[src/rtl/muldiv_sched.sv]
// Round-robin scheduler sharing one signed multiplier/divider between two requesters.
// Arbitrates, launches the unit, waits for a result (with timeout) and returns it with a done pulse.
module muldiv_sched #(
    parameter int TIMEOUT = 48,
    parameter int MIN_LAT = 2
) (
    input  logic        clock,
    input  logic        reset,
    input  logic        req0,
    input  logic        req1,
    input  logic        op0,
    input  logic        op1,
    input  logic [31:0] a0,
    input  logic [31:0] a1,
    input  logic [63:0] b0,
    input  logic [63:0] b1,
    output logic        ack0,
    output logic        ack1,
    output logic        done0,
    output logic        done1,
    output logic        err,
    output logic [63:0] res,
    output logic        busy,
    output logic        u_reset,
    output logic        u_start,
    output logic        u_muordi,
    output logic [31:0] u_op1,
    output logic [63:0] u_op2,
    input  logic        u_valid,
    input  logic [63:0] u_result
);

    localparam int CW = $clog2(TIMEOUT + 1);

    typedef enum logic [2:0] {
        S_IDLE,
        S_CLR,
        S_LAUNCH,
        S_WAIT,
        S_RESP
    } state_t;

    state_t        state_q, state_d;
    logic          last_grant_q, last_grant_d;
    logic          owner_q, owner_d;
    logic [CW-1:0] cnt_q, cnt_d;
    logic          ack0_q, ack0_d;
    logic          ack1_q, ack1_d;
    logic          done0_q, done0_d;
    logic          done1_q, done1_d;
    logic          err_q, err_d;
    logic [63:0]   res_q, res_d;
    logic          busy_q, busy_d;
    logic          u_reset_q, u_reset_d;
    logic          u_start_q, u_start_d;
    logic          u_muordi_q, u_muordi_d;
    logic [31:0]   u_op1_q, u_op1_d;
    logic [63:0]   u_op2_q, u_op2_d;
    logic          grant0;
    logic          grant1;

    // Handshake: a requester holds reqN high with stable operands; the scheduler
    // only looks at requests in IDLE, and the ackN pulse marks operand capture.
    // last_grant_q holds the most recent winner; a tie goes to the other side.
    always_comb begin
        state_d      = state_q;
        last_grant_d = last_grant_q;
        owner_d      = owner_q;
        cnt_d        = cnt_q;
        ack0_d       = 1'b0;
        ack1_d       = 1'b0;
        done0_d      = 1'b0;
        done1_d      = 1'b0;
        err_d        = 1'b0;
        res_d        = res_q;
        u_reset_d    = 1'b0;
        u_start_d    = 1'b0;
        u_muordi_d   = u_muordi_q;
        u_op1_d      = u_op1_q;
        u_op2_d      = u_op2_q;
        grant0       = 1'b0;
        grant1       = 1'b0;

        case (state_q)
            S_IDLE: begin
                grant0 = req0 && (!req1 || last_grant_q);
                grant1 = req1 && (!req0 || !last_grant_q);
                if (grant0) begin
                    ack0_d       = 1'b1;
                    u_muordi_d   = op0;
                    u_op1_d      = a0;
                    u_op2_d      = b0;
                    last_grant_d = 1'b0;
                    owner_d      = 1'b0;
                    u_reset_d    = 1'b1;
                    state_d      = S_CLR;
                end else if (grant1) begin
                    ack1_d       = 1'b1;
                    u_muordi_d   = op1;
                    u_op1_d      = a1;
                    u_op2_d      = b1;
                    last_grant_d = 1'b1;
                    owner_d      = 1'b1;
                    u_reset_d    = 1'b1;
                    state_d      = S_CLR;
                end
            end
            S_CLR: begin
                u_start_d = 1'b1;
                state_d   = S_LAUNCH;
            end
            S_LAUNCH: begin
                cnt_d   = '0;
                state_d = S_WAIT;
            end
            S_WAIT: begin
                cnt_d = cnt_q + CW'(1);
                // A stale valid from the previous operation may linger right after start.
                if ((cnt_q >= CW'(MIN_LAT)) && u_valid) begin
                    res_d   = u_result;
                    err_d   = 1'b0;
                    done0_d = !owner_q;
                    done1_d = owner_q;
                    state_d = S_RESP;
                end else if (cnt_q == CW'(TIMEOUT - 1)) begin
                    res_d   = '0;
                    err_d   = 1'b1;
                    done0_d = !owner_q;
                    done1_d = owner_q;
                    state_d = S_RESP;
                end
            end
            S_RESP: begin
                state_d = S_IDLE;
            end
            default: begin
                state_d = S_IDLE;
            end
        endcase

        busy_d = (state_d != S_IDLE);
    end

    always_ff @(posedge clock) begin
        if (reset) begin
            state_q      <= S_IDLE;
            last_grant_q <= 1'b1;
            owner_q      <= 1'b0;
            cnt_q        <= '0;
            ack0_q       <= 1'b0;
            ack1_q       <= 1'b0;
            done0_q      <= 1'b0;
            done1_q      <= 1'b0;
            err_q        <= 1'b0;
            res_q        <= '0;
            busy_q       <= 1'b0;
            u_reset_q    <= 1'b0;
            u_start_q    <= 1'b0;
            u_muordi_q   <= 1'b0;
            u_op1_q      <= '0;
            u_op2_q      <= '0;
        end else begin
            state_q      <= state_d;
            last_grant_q <= last_grant_d;
            owner_q      <= owner_d;
            cnt_q        <= cnt_d;
            ack0_q       <= ack0_d;
            ack1_q       <= ack1_d;
            done0_q      <= done0_d;
            done1_q      <= done1_d;
            err_q        <= err_d;
            res_q        <= res_d;
            busy_q       <= busy_d;
            u_reset_q    <= u_reset_d;
            u_start_q    <= u_start_d;
            u_muordi_q   <= u_muordi_d;
            u_op1_q      <= u_op1_d;
            u_op2_q      <= u_op2_d;
        end
    end

    assign ack0     = ack0_q;
    assign ack1     = ack1_q;
    assign done0    = done0_q;
    assign done1    = done1_q;
    assign err      = err_q;
    assign res      = res_q;
    assign busy     = busy_q;
    assign u_reset  = u_reset_q;
    assign u_start  = u_start_q;
    assign u_muordi = u_muordi_q;
    assign u_op1    = u_op1_q;
    assign u_op2    = u_op2_q;

endmodule

[config.mk]
export PLATFORM = sky130hd
export DESIGN_NAME = muldiv_sched
export DESIGN_NICKNAME = d
export VERILOG_FILES = /design/src/rtl/muldiv_sched.sv
export SDC_FILE = /design/constraint.sdc
export NUM_CORES = 1
export LEC_CHECK = 0
export ABC_CLOCK_PERIOD_IN_PS = 4350
export BUFFER_PORTS_ARGS = -buffer_cell sky130_fd_sc_hd__buf_2
export CELL_PAD_IN_SITES_DETAIL_PLACEMENT = 0
export CELL_PAD_IN_SITES_GLOBAL_PLACEMENT = 1
export CORE_AREA = 2 2 170 172
export CTS_BUF_LIST = sky130_fd_sc_hd__clkbuf_4 sky130_fd_sc_hd__clkbuf_8
export DETAILED_ROUTE_END_ITERATION = 10
export DIE_AREA = 0 0 172 174
export PLACE_DENSITY_LB_ADDON = 0.1
export SLEW_MARGIN = 10
export SYNTH_ARGS = -nofsm -noshare
export SYNTH_HDL_FRONTEND = slang
export SYNTH_SLANG_ARGS = --single-unit
[constraint.sdc]
create_clock -name clock -period 4.35 [get_ports clock]
set_clock_uncertainty 0.05 [all_clocks]
set_input_delay 0.6525 -clock clock [delete_from_list [all_inputs] [get_ports clock]]
set_output_delay 0.6525 -clock clock [all_outputs]
set_load 0.005 [all_outputs]
==> results.ini, run 1 <==
[cells_and_area]
fin_area_sq_um = 10200
nNetsFinal = 1442
layout.cells.non_filler = 1581
syn_to_final_growth_pct = 37.5
drive_above_1_share = 0.438

[logic_synthesis]
synth_top_family_by_area = compound AO/OA/AOI/OAI gates
synthFlopType = dfxtp_1
synth_nets = 1065
ys_top_cells_by_count = dfxtp_1 (180), nor2_1 (114), nand2_1 (108)
syn_area_per_cell_sq_um = 9.27
synth_xor_area_frac = 0.00354
synth_top_area_share = 0.486
synth_top_area_cell = dfxtp_1
ys_async_sr_fraction = 0
synth_edf_count = 0
yosysSeqAreaShare = 0.486
yosys_register_bits = 180
synth_compound_area_frac = 0.239
synth_simple_gate_area_frac = 0.209
syn-instance-count = 800
synth_most_common_cell = dfxtp_1
synth_area_sq_um = 7410
synth_fa_ha_area_frac = 0.00337
muxShareOfSynthArea = 0
synth_area_leaders = dfxtp_1 (49%), a311oi_2 (8.1%), a311oi_1 (6.9%), nand3_1 (6.7%), a22o_1 (6.6%)
synth.distinct_cells = 39
yosysWarnings = 0

[clock_network]
clk_latency_ps = 450
cts.htree.levels = 4
clock_path_buffers = 2
clkTransAtPathRegs_ps = 120
postCtsHoldBufs = 0
cts_setup_buffers = 0
cts.repair.resized = 0
numCtsBuffers = 17
cts_root_buf = clkbuf_8
clkSinkCount = 180
cts_tree = built

[outcome]
status = completed

[critical_path]
crit_path_start_kind = flop
crit_path_end_kind = flop
worst_ep_required_time_ps = 4650
crit_arrival_ps = 2800
path_max_fanout = 73
crit_type = flop to flop

[timing]
tns_ps = 0
worstMarginPinSlew_ps = 916
fmax_mhz = 401
rsz0062_at_grt = no
relSlewSlack = 0.388
final.min_clock_period_ps = 2500
finalCritPeriodShare = 0.574
setup_violations = 0
slew_viol_final = 0
hold-worst-slack_ps = 348
hold_viol = 0

[routing]
wire_per_inst_um = 17.6
dr.first_iter.drc_count = 297
drc = 0
wirelength_um = 27800
vias = 7481
drtAntennaViolNets = 0
vias_per_cell = 4.73
dr.pass1.iters = 4

[global_route]
grt_pass1_vias = 7157
grt_max_degree = 123
antenna_found_initial = 8
track_usage = 0.176
grt_pass1_wl_um = 40900
gr-total-overflow = 0

[power]
total_power_mw = 3.90
powerDensity_nw_per_um2 = 382
cellLeakagePower_nw = 4.83
vdd_drop_max_mv = 0.191

[die]
ios = 432
die_w_um = 172
std_cell_rows = 62
dieArea_sq_um = 29900
initial_core_util = 0.263
die_y_um = 174
design.core.area_sq_um = 28200

[place]
dpl_cell_area_sq_um = 9750
dp_cells = 1542
hpwl_um = 19600
place.gp.congestion = 0.786
numPortBuffers = 431

[run]
max-cap-violations = 0

[worst_hold_path]
hold_path.class = primary input to flop

[worst max-delay path, stage by stage, from the launching register on]
cell and delay [ps]:
dfxtp_1 340, nand2b_4 400, nand2_4 790, buf_4 440, nand2_1 90, a311oi_1 270
[layout make-up]
type | instances | area, sq um
Antenna cell | 8 | 20.0
Multi-Input combinational cell | 534 | 3400
Sequential cell | 180 | 3600
Inverter | 4 | 15.0
Fill cell | 3086 | 18000
Clock inverter | 14 | 186
Tap cell | 384 | 480
Clock buffer | 17 | 234
Timing Repair Buffer | 440 | 2250
[cell families after synthesis]
logic type	Yosys count
buf+inv	86
compound gates	180
xor+xnor	3
flops	180
fa+ha+maj	2
simple gates	349
[flip-flops by register name, summed over array words and instances, names as in the netlist]
register      count
u_start           1
err               1
last_grant_q      1
res              64
owner_q           1
busy              1
ack0              1
cnt_q             6
u_reset           1
done0             1
ack1              1
done1             1
u_op2            64
state_q           3
u_muordi          1
u_op1            32
[cells in the final DEF (no fill, tap or decap), types with 2 or more instances in the layout]
master / instances
xor2_1: 2
a311oi_2: 40
bufinv_16: 2
ha_1: 2
nor3_2: 2
clkbuf_8: 17
clkinv_4: 3
a311oi_1: 58
dfxtp_1: 180
a22o_1: 56
o21ai_0: 3
diode_2: 8
and3_1: 3
a21oi_1: 6
buf_12: 2
buf_2: 429
inv_8: 3
nand2b_1: 9
o21bai_1: 2
nand2_1: 108
clkinv_8: 2
buf_4: 9
inv_1: 4
a211oi_1: 4
nand3_1: 99
a22oi_1: 8
nor2_1: 113
inv_6: 3
nor3_1: 2
[metrics by stage]
| step | utilization | worst slack [ps] |
|---|---|---|
| floorplan | - | 2540 |
| global placement | 0.345 | 1440 |
| detailed placement | 0.345 | 1370 |
| CTS | 0.360 | 1770 |
| global route | 0.361 | 1610 |
| finish | 0.361 | 1850 |
[report_power, final]
part           leakage (nW)  switching (mW)  internal (mW)
registers              1.48          0.0803           1.78
logic                  3.15           0.442          0.345
clock network         0.209           0.709          0.538
[path summary, 6_finish.rpt]
kind                     start         to  slack (ps)  cells after the start
hold reg to reg   last_grant_q       ack1         410                      1
setup reg to reg  last_grant_q  u_op2[34]        1850                      5
setup / recovery  last_grant_q  u_op2[34]        1850                      5
hold / removal    u_result[37]    res[37]         350                      2
[per-layer routing]
metal  vias to the layer above  part of all wire  GRT usage
li1                       3675                 -          -
met1                      3487              0.40      0.204
met2                       293              0.49      0.307
met3                        24             0.090     0.0608
met4                         2             0.015     0.0459
met5                         -           0.00040          0
(Power assumes the default switching activity.)
==> run 2, diff against run 1 <==
--- a/config.mk
+++ b/config.mk
@@ -5,7 +5,7 @@
 export SDC_FILE = /design/constraint.sdc
 export NUM_CORES = 1
 export LEC_CHECK = 0
-export ABC_CLOCK_PERIOD_IN_PS = 4350
+export ABC_CLOCK_PERIOD_IN_PS = 2400
 export BUFFER_PORTS_ARGS = -buffer_cell sky130_fd_sc_hd__buf_2
 export CELL_PAD_IN_SITES_DETAIL_PLACEMENT = 0
 export CELL_PAD_IN_SITES_GLOBAL_PLACEMENT = 1
==> constraint.sdc (replaced) <==
create_clock -name clock -period 2.4 [get_ports clock]
set_clock_uncertainty 0.05 [all_clocks]
set_input_delay 0.36 -clock clock [delete_from_list [all_inputs] [get_ports clock]]
set_output_delay 0.36 -clock clock [all_outputs]
set_load 0.005 [all_outputs]
==> results.ini, run 2 (same netlist as run 1, synthesis figures left out) <==
[clock_network]
cts_root_buf = clkbuf_8  ; unchanged
cts_tree = built  ; unchanged
cts_setup_buffers = 0  ; unchanged
clock_path_buffers = 2  ; unchanged
cts.htree.levels = 4  ; unchanged
clkSinkCount = 180  ; unchanged
clk_latency_ps = 450  ; about the same
clkTransAtPathRegs_ps = 120  ; about the same
numCtsBuffers = 17  ; unchanged

[timing]
hold-worst-slack_ps = 45.5  ; was 348 ps
finalCritPeriodShare = 0.782  ; was 0.574
slew_viol_final = 0  ; unchanged
hold_viol = 0  ; unchanged
worstMarginPinSlew_ps = 866  ; was 916 ps
fin_ws_ps = 523  ; was 1850 ps
fmax_mhz = 533  ; was 401 MHz
setup_violations = 0  ; unchanged
tns_ps = 0  ; unchanged
rsz0062_at_grt = no  ; unchanged
final.min_clock_period_ps = 1880  ; was 2500 ps
relSlewSlack = 0.423  ; was 0.388

[place]
dp_slack_ps = 543  ; was 1370 ps
dp_cells = 1548  ; was 1542
place.gp.congestion = 0.751  ; was 0.786
dpl_cell_area_sq_um = 9860  ; was 9750 sq um
hpwl_um = 19800  ; was 19600 um
numPortBuffers = 431  ; unchanged

[critical_path]
crit_path_start_kind = flop  ; unchanged
timing.rr.end = res[9]  ; was u_op2[34]
path_max_fanout = 56  ; was 73
r2r_setup_slack_ps = 520  ; was 1850 ps
worst_ep_required_time_ps = 2710  ; was 4650 ps
crit_path_end_kind = flop  ; unchanged
crit_type = flop to flop  ; unchanged
crit_arrival_ps = 2180  ; was 2800 ps
r2r-start = cnt_q[1]  ; was last_grant_q
rr_worst_depth = 6  ; was 5

[global_route]
antenna_found_initial = 10  ; was 8
gr-total-overflow = 0  ; unchanged
grt_pass1_vias = 7265  ; was 7157
track_usage = 0.180  ; was 0.176
grt_pass1_wl_um = 41600  ; was 40900 um
grt_max_degree = 81  ; was 123

[power]
p_switching_mw = 2.31  ; was 1.23 mW
powerDensity_nw_per_um2 = 686  ; was 382 nW/um^2
p_seq_frac = 0.475  ; was 0.478
switching_share = 0.326  ; was 0.316
p_int_mw = 4.78  ; was 2.67 mW
total_power_mw = 7.08  ; was 3.90 mW
cellLeakagePower_nw = 4.89  ; was 4.83 nW
clockPowerShare = 0.318  ; was 0.320
comb_power_share = 0.207  ; was 0.202
vdd_drop_max_mv = 0.359  ; was 0.191 mV

[cells_and_area]
multi_input_area_sq_um = 3400  ; unchanged
regArea_sq_um = 3600  ; unchanged
layout.cells.non_filler = 1590  ; was 1581
fin_util = 0.365  ; was 0.361
mostFrequentLayoutCells = buf_2 (429), dfxtp_1 (180), nor2_1 (113)  ; unchanged
fin_area_sq_um = 10300  ; was 10200 sq um
drive_above_1_share = 0.441  ; was 0.438
fillCellCount = 3114  ; was 3086
syn_to_final_growth_pct = 39.2  ; was 37.5%
final_common_cell = buf_2  ; unchanged
nNetsFinal = 1450  ; was 1442

[routing]
wl_met1_um = 11300  ; was 11200 um
drc = 0  ; unchanged
vias = 7419  ; was 7481
wire_per_inst_um = 17.6  ; about the same
dr.pass1.iters = 4  ; unchanged
highest-signal-layer = met5  ; unchanged
dr_wl_met2_um = 13700  ; about the same
vias_per_cell = 4.67  ; was 4.73
route.met3.wl_um = 2720  ; was 2500 um
wirelength_um = 28100  ; was 27800 um
drtAntennaViolNets = 0  ; unchanged
dr.first_iter.drc_count = 282  ; was 297

[die]
design.core.area_sq_um = 28200  ; unchanged
ios = 432  ; unchanged
die_w_um = 172  ; unchanged
initial_core_util = 0.263  ; unchanged
dieArea_sq_um = 29900  ; unchanged
die_y_um = 174  ; unchanged
std_cell_rows = 62  ; unchanged

[worst_hold_path]
hold_path_depth = 2  ; unchanged
hold_path.class = primary input to flop  ; unchanged
hold_end = res[35]  ; was res[37]
min_from = u_result[35]  ; was u_result[37]

[run]
max-cap-violations = 0  ; unchanged

[outcome]
status = completed  ; unchanged

## run 2: worst max-delay path by stage
stage | from | endpoint | slack, ps | cells after the start
floorplan | cnt_q[1] | res[0] | 750 | 7
global placement | cnt_q[0] | res[60] | 540 | 7
detailed placement | cnt_q[1] | res[40] | 540 | 6
CTS | cnt_q[1] | res[8] | 520 | 6
global route | cnt_q[0] | res[8] | 310 | 7
finish | cnt_q[1] | res[9] | 520 | 6
## run 2: per-layer routing
layer,up-vias,track usage
met5,-,0
met4,4,0.0480
met3,21,0.0731
met2,274,0.308
met1,3437,0.206
li1,3683,-
## run 2: area by class of cell
type | instances | share of cell area
flip-flops and latches | 180 | 0.349
multi-input cells | 534 | 0.329
repair buffers | 448 | 0.231
well taps | 384 | 0.0466
clock buffers | 17 | 0.0227
clock inverters | 15 | 0.0181
diodes | 8 | 0.00194
inverters | 4 | 0.00145
## run 2: power groups by stage
stage                     sequential (mW)  clock [mW]  combinational (mW)
after floorplan                      3.44           0               0.828
after global placement               3.43           0                1.49
after detailed placement             3.44           0                1.49
after CTS                            3.37        2.36                1.49
after global routing                 3.40        2.48                1.63
final                                3.37        2.25                1.46
## run 2: what timing repair did
action                                  4_1_cts  5_1_grt
hold buffers                                  0        2
endpoints found under the setup margin        0        0
gates resized for setup                       0        0
endpoints found under the hold margin         0        2
## run 2: worst max-delay path: stages (launching register included)
cell and delay (ps):
dfxtp_1 450, ha_1 240, nand3_1 120, nor4b_2 270
nor3_2 70, buf_4 300, a22o_1 260
